$ cat src/rtl/simon_seq_engine.sv
// Simon sequence engine: pattern memory, timed playback, repeat checking,
// score and win reporting, all driven from debounced board inputs.
module simon_seq_engine #(
   parameter int NUM_BTN     = 4,
   parameter int DEPTH       = 64,
   parameter int HOLD_CYCLES = 4,
   parameter int ADDR_W      = $clog2(DEPTH)
) (
   input  logic               clk,
   input  logic               rst,
   input  logic               level,
   input  logic [NUM_BTN-1:0] pattern,
   input  logic               enter,
   output logic [NUM_BTN-1:0] pattern_leds,
   output logic [2:0]         mode_leds,
   output logic [ADDR_W:0]    score,
   output logic               win
);

   localparam int HOLD_W = (HOLD_CYCLES > 1) ? $clog2(HOLD_CYCLES) : 1;
   localparam logic [HOLD_W-1:0]  HOLD_LAST = HOLD_W'(HOLD_CYCLES - 1);
   localparam logic [HOLD_W-1:0]  HOLD_ONE  = HOLD_W'(1);
   localparam logic [ADDR_W:0]    CNT_ONE   = (ADDR_W+1)'(1);
   localparam logic [ADDR_W:0]    CNT_FULL  = (ADDR_W+1)'(DEPTH);
   localparam logic [NUM_BTN-1:0] PAT_ONE   = NUM_BTN'(1);

   typedef enum logic [1:0] {
      S_INPUT,
      S_PLAY,
      S_REPEAT,
      S_DONE
   } state_t;

   state_t state, state_n;

   logic [NUM_BTN-1:0] mem [DEPTH];

   logic [ADDR_W:0]    count, count_n;
   logic [ADDR_W:0]    play_idx, play_n;
   logic [ADDR_W:0]    rep_idx, rep_n;
   logic [ADDR_W:0]    score_n;
   logic [HOLD_W-1:0]  hold_cnt, hold_n;
   logic               win_n;
   logic [2:0]         mode_n;
   logic               mem_we;

   logic               enter_q;
   logic               enter_pulse;
   logic               level_q;
   logic               level_seen;
   logic               level_eff;
   logic               onehot;
   logic               legal;
   logic               last_hold;
   logic               play_last;
   logic               rep_last;
   logic               match;
   logic [NUM_BTN-1:0] play_pat;
   logic [NUM_BTN-1:0] rep_pat;

   assign enter_pulse = enter & ~enter_q;

   // Before the first post-reset edge the live level is what will be frozen.
   assign level_eff = level_seen ? level_q : level;
   assign onehot    = ((pattern & (pattern - PAT_ONE)) == '0);
   assign legal     = (pattern != '0) & (level_eff | onehot);

   assign play_pat  = mem[play_idx[ADDR_W-1:0]];
   assign rep_pat   = mem[rep_idx[ADDR_W-1:0]];
   assign match     = (pattern == rep_pat);

   assign last_hold = (hold_cnt == HOLD_LAST);
   assign play_last = (play_idx == count - CNT_ONE);
   assign rep_last  = (rep_idx == count - CNT_ONE);

   always_comb begin
      pattern_leds = pattern;
      if (state == S_PLAY || state == S_DONE) begin
         pattern_leds = play_pat;
      end
   end

   always_comb begin
      state_n = state;
      count_n = count;
      play_n  = play_idx;
      rep_n   = rep_idx;
      hold_n  = hold_cnt;
      score_n = score;
      win_n   = win;
      mem_we  = 1'b0;
      unique case (state)
         S_INPUT: begin
            if (enter_pulse && legal) begin
               mem_we  = 1'b1;
               count_n = count + CNT_ONE;
               play_n  = '0;
               hold_n  = '0;
               state_n = S_PLAY;
            end
         end
         S_PLAY, S_DONE: begin
            if (last_hold) begin
               hold_n = '0;
               if (play_last) begin
                  play_n = '0;
                  if (state == S_PLAY) begin
                     rep_n   = '0;
                     state_n = S_REPEAT;
                  end
               end else begin
                  play_n = play_idx + CNT_ONE;
               end
            end else begin
               hold_n = hold_cnt + HOLD_ONE;
            end
         end
         S_REPEAT: begin
            if (enter_pulse && legal) begin
               if (match) begin
                  if (rep_last) begin
                     score_n = count;
                     if (count == CNT_FULL) begin
                        win_n   = 1'b1;
                        play_n  = '0;
                        hold_n  = '0;
                        state_n = S_DONE;
                     end else begin
                        state_n = S_INPUT;
                     end
                  end else begin
                     rep_n = rep_idx + CNT_ONE;
                  end
               end else begin
                  win_n   = 1'b0;
                  play_n  = '0;
                  hold_n  = '0;
                  state_n = S_DONE;
               end
            end
         end
         default: state_n = S_INPUT;
      endcase
   end

   always_comb begin
      mode_n = 3'b001;
      unique case (1'b1)
         (state_n == S_PLAY):   mode_n = 3'b010;
         (state_n == S_REPEAT): mode_n = 3'b100;
         (state_n == S_DONE):   mode_n = 3'b111;
         default:               mode_n = 3'b001;
      endcase
   end

   always_ff @(posedge clk or negedge rst) begin
      if (!rst) begin
         state      <= S_INPUT;
         count      <= '0;
         play_idx   <= '0;
         rep_idx    <= '0;
         hold_cnt   <= '0;
         score      <= '0;
         win        <= 1'b0;
         mode_leds  <= 3'b001;
         enter_q    <= 1'b1;
         level_q    <= 1'b0;
         level_seen <= 1'b0;
      end else begin
         state     <= state_n;
         count     <= count_n;
         play_idx  <= play_n;
         rep_idx   <= rep_n;
         hold_cnt  <= hold_n;
         score     <= score_n;
         win       <= win_n;
         mode_leds <= mode_n;
         enter_q   <= enter;
         if (!level_seen) begin
            level_q    <= level;
            level_seen <= 1'b1;
         end
      end
   end

   // Contents survive reset; count=0 keeps stale entries unread.
   always_ff @(posedge clk) begin
      if (mem_we) begin
         mem[count[ADDR_W-1:0]] <= pattern;
      end
   end

endmodule
$ cat config.mk
export PLATFORM = sky130hd
export DESIGN_NAME = simon_seq_engine
export DESIGN_NICKNAME = d
export VERILOG_FILES = /design/src/rtl/simon_seq_engine.sv
export SDC_FILE = /design/constraint.sdc
export NUM_CORES = 1
export LEC_CHECK = 0
export CAP_MARGIN = 5
export CORE_MARGIN = 2
export CORE_UTILIZATION = 25
export DETAILED_ROUTE_END_ITERATION = 10
export DONT_BUFFER_PORTS = 1
export GPL_ROUTABILITY_DRIVEN = 0
export PLACE_DENSITY_LB_ADDON = 0.05
export SETUP_SLACK_MARGIN = 0.1
export SLEW_MARGIN = 10
export SYNTH_ARGS = -nofsm -noshare
export SYNTH_HDL_FRONTEND = slang
export SYNTH_SLANG_ARGS = --single-unit
$ cat constraint.sdc
create_clock -name clk -period 3.86 [get_ports clk]
set_input_delay 0.772 -clock clk [delete_from_list [all_inputs] [get_ports clk]]
set_output_delay 0.772 -clock clk [all_outputs]
set_load 0.1 [all_outputs]
==> metrics.log <==
INFO  metric syn-mean-instance-area = about 16 um2
INFO  metric worst_slack = -433 ps
INFO  metric mappedNetlistArea = 15100 um2
INFO  metric initial_antenna_violation_count = 2
INFO  metric grt_pass1_wl = approximately 74 mm
INFO  metric cell_variety_after_synth = between 80 and 90
INFO  metric grt_pass1_vias = 9455
INFO  metric pwr_density_cell = slightly below 600 nW/um2
INFO  metric timing.critical_path.arrival = between 3000 and 4000 ps
INFO  metric switchingPower = 3.25 mW
INFO  metric synth_seq_area_share = 0.574
INFO  metric design.final.nets = just over 1k
INFO  metric worst-setup-path-type = flip-flop to primary output
INFO  metric initial_utilization = 0.254
INFO  metric synth_most_common_cell = edfxtp_1
INFO  metric critical_path.max_stage_delay = about 560 ps
INFO  metric slew_headroom = 0.378
INFO  metric placed_cell_area = roughly 17000 um2
INFO  metric flop_pwr_share = 0.344
INFO  metric clock-sinks = approximately 290
INFO  metric fp.dieArea = slightly above 60000 um2
INFO  metric num-fill-cells = just under 6k
INFO  metric remaining_drc_errors = 0
INFO  metric clock-skew-final = slightly above 10 ps
INFO  metric crit_path_cell_trace = buf_12 -> buf_12 -> buf_16 -> mux4_2 -> mux4_2 -> mux4_2 -> mux2_4 -> buf_12
INFO  metric placementRows = 89
INFO  metric cts_made_buffers = 39
INFO  metric cap_violations = 0
INFO  metric postSynth.asyncResetShare = 0.129
INFO  metric combinationalPowerShare = 0.308
INFO  metric drt-wirelength-per-cell = around 29 um
INFO  metric run_status = complete, but fails checks
INFO  metric final.min_clock_period = around 4300 ps
INFO  metric largest_net_degree_at_the_start_of_global_routing = between 70 and 80
INFO  metric drt_iter0_drc = between 600 and 700
INFO  metric worst_path_max_delay_cell = mux4_2
INFO  metric synthToLayoutAreaGrowth = 21.6%
INFO  metric internal_power_consumption = between 7 and 8 mW
INFO  metric finalSetupViolCount = 4
INFO  metric die_height = ~250 um
INFO  metric timing.critical_path.fanout_max = 8
INFO  metric postSynthRegisterBits = slightly below 300
INFO  metric fp.dieW = about 250 um
INFO  metric drive_above_1_share = 0.352
INFO  metric yosys-top-cells-count = edfxtp_1 (256), mux4_2 (116), nor2_1 (86)
INFO  metric overall_track_demand_over_capacity_in_global_routing = 0.170
INFO  metric cts_tree = yes
INFO  metric max_freq = around 230 MHz
INFO  metric worst_hold_path_type = primary input to async pin
INFO  metric coreArea = a little under 60000 um2
INFO  metric timing.critical_path.to_type = primary output
INFO  metric multiInputGateArea = just over 6000 um2
INFO  metric ctsRootBufferMaster = clkbuf_16
INFO  metric routed-via-count = approximately 8.9k
INFO  metric tightestPinTransition = ~930 ps
INFO  metric cts-htree-levels = 2
INFO  metric netlist.area_leader.share = 0.510
INFO  metric yosys_warnings = 0
INFO  metric count_of_flip_flops_with_a_built_in_enable_after_synthesis = ~260
INFO  metric violations = negative setup slack
INFO  metric numPortBuffers = 0
INFO  metric worst_ir_drop_vdd = between 0.2 and 0.25 mV
INFO  metric totalPowerFinal = about 11 mW
INFO  metric synth_nets = between 900 and 1k
INFO  metric route.detailed.vias_per_inst = 4.92
INFO  metric clockPowerShare = 0.348
INFO  metric clk_pin_slew_worst_paths = ~50 ps
INFO  metric area.sequential = ~8700 um2
INFO  metric routed_wl = about 53 mm
INFO  metric synth_ff_type = edfxtp_1
INFO  metric sw_frac_of_total = 0.306
INFO  metric timing_max_transition_violations_final = 0
INFO  metric power.static_leakage = between 6 and 7 nW
INFO  metric netlist_instances = 920
INFO  metric timing.final.hold_violations = 0
INFO  metric clock_tree.buffer_depth = 3
INFO  metric post-synth-top-area-cell = edfxtp_1
INFO  metric required = 3090 ps
INFO  metric drtPass1Iterations = 7
INFO  metric insertion_delay_of_the_later_clocked_pin_in_the_worst_skew_pair = 560 ps
INFO  metric detailed_place_hpwl = 35.6 mm
INFO  metric design.portCount = 23
INFO  metric fin_area = around 18000 um2
INFO  metric post-route-period-util = 1.11
INFO  metric post_synth_main_area_contributors = edfxtp_1 (51%), mux4_2 (17%), dfrtp_1 (6.0%)
INFO  metric gr_overflow_total = 0
INFO  metric cp-start-kind = flip-flop
INFO  metric setup_repair_after_global_routing_missed_its_margin = yes
INFO  metric ant_nets = 0
==> state kept, by name, summed over array words and instances, names as in the netlist <==
signal / flops
state: 1
rep_idx: 7
mem: 256
count: 7
level_q: 1
hold_cnt: 2
play_idx: 7
mode_leds: 3
enter_q: 1
win: 1
level_seen: 1
score: 7
==> cell type report <==
| cell class | count | share of cell area |
|---|---|---|
| Sequential cell | 294 | 0.473 |
| Multi-Input combinational cell | 546 | 0.329 |
| Timing Repair Buffer | 122 | 0.0726 |
| Clock buffer | 50 | 0.0578 |
| Tap cell | 773 | 0.0528 |
| Clock inverter | 20 | 0.0122 |
| Inverter | 13 | 0.00266 |
| Antenna cell | 1 | 0.000137 |
==> power groups by stage <==
stage / Combinational [mW] / Sequential, mW / Clock (mW)
final: 3.28 / 3.66 / 3.70
after global routing: 3.46 / 3.67 / 3.93
after CTS: 3.33 / 3.66 / 3.82
after detailed placement: 2.99 / 3.75 / 0
after global placement: 3.02 / 3.76 / 0
after floorplan: 1.98 / 3.71 / 0
==> cell families (layout without fill, tap and decap cells) <==
family	count (synthesis)	in the layout	share of synthesized area
AND/OR/NAND/NOR	206	206	0.0668
adder cells (fa/ha/maj)	15	15	0.0125
XOR/XNOR	31	31	0.0208
buffers and inverters	80	205	0.0342
other	1	2	0.000249
flip-flops	294	294	0.574
AO/OA/AOI/OAI	95	95	0.0514
multiplexers	198	198	0.240
==> per-layer routing <==
| metal | share of wire | track usage |
|---|---|---|
| met3 | 0.045 | 0.0361 |
| met2 | 0.46 | 0.269 |
| met5 | 0 | 0 |
| met4 | 0.029 | 0.0544 |
| met1 | 0.46 | 0.232 |
==> critical path, delay by kind of cell, from the launching register on <==
family,cells,cell delay [ps]
DFF,1,410
muxes,4,1920
buffers and inverters,4,600
==> cell usage in the layout (no fill, tap or decap), types with 6 or more instances in the layout <==
master and n:
clkinv_1 8, buf_4 88, nor2_1 86, and3_1 7
nand3_1 25, mux2_2 6, inv_1 11, mux2_4 15
buf_12 25, ha_1 13, dfrtp_1 30, mux4_2 119
xnor2_1 16, o221ai_1 9, o21ai_0 6, mux2i_1 48
clkbuf_1 9, a21oi_1 11, nand2_1 38, xor2_1 10
clkinv_2 6, nand3b_1 6, edfxtp_1 256, clkbuf_16 42
nor3_1 7
==> worst paths after layout <==
| kind | from | end | slack, ps | cells past startpoint |
|---|---|---|---|---|
| setup / recovery | play_idx[0] | pattern_leds[3] | -430 | 8 |
| hold / removal | rst | mode_leds[2] | 50 | 1 |
| setup reg to reg | rep_idx[0] | score[4] | 180 | 14 |
| hold reg to reg | hold_cnt[1] | hold_cnt[1] | 490 | 1 |
| max in group asynchronous | rst | play_idx[0] | 3600 | 1 |
| min in group clk | enter | enter_q | 210 | 0 |
==> per-stage QoR <==
| stage | setup slack, ps | hold slack (ps) | utilization | setup TNS, ps | cells |
|---|---|---|---|---|---|
| floorplan | 104 | 462 | - | 0 | 920 |
| global placement | -123 | 474 | 0.280 | -399 | 1729 |
| detailed placement | -136 | 478 | 0.280 | -1010 | 1729 |
| CTS | -453 | 10.4 | 0.306 | -1790 | 1812 |
| global route | -497 | 16.5 | 0.309 | -1910 | 1818 |
| finish | -433 | 50.6 | 0.309 | -1620 | 1819 |
==> timing repair <==
| item | 4_1_cts | 5_1_grt |
|---|---|---|
| hold endpoints to repair | 36 | 0 |
| pin swaps | 1 | 16 |
| buffers inserted | 9 | 6 |
| endpoints found under the setup margin | 27 | 15 |
| cloned | 3 | 1 |
| hold buffers | 1 | 0 |
| resized for setup | 12 | 32 |
Note: power is estimated with default switching activity, not from simulation.
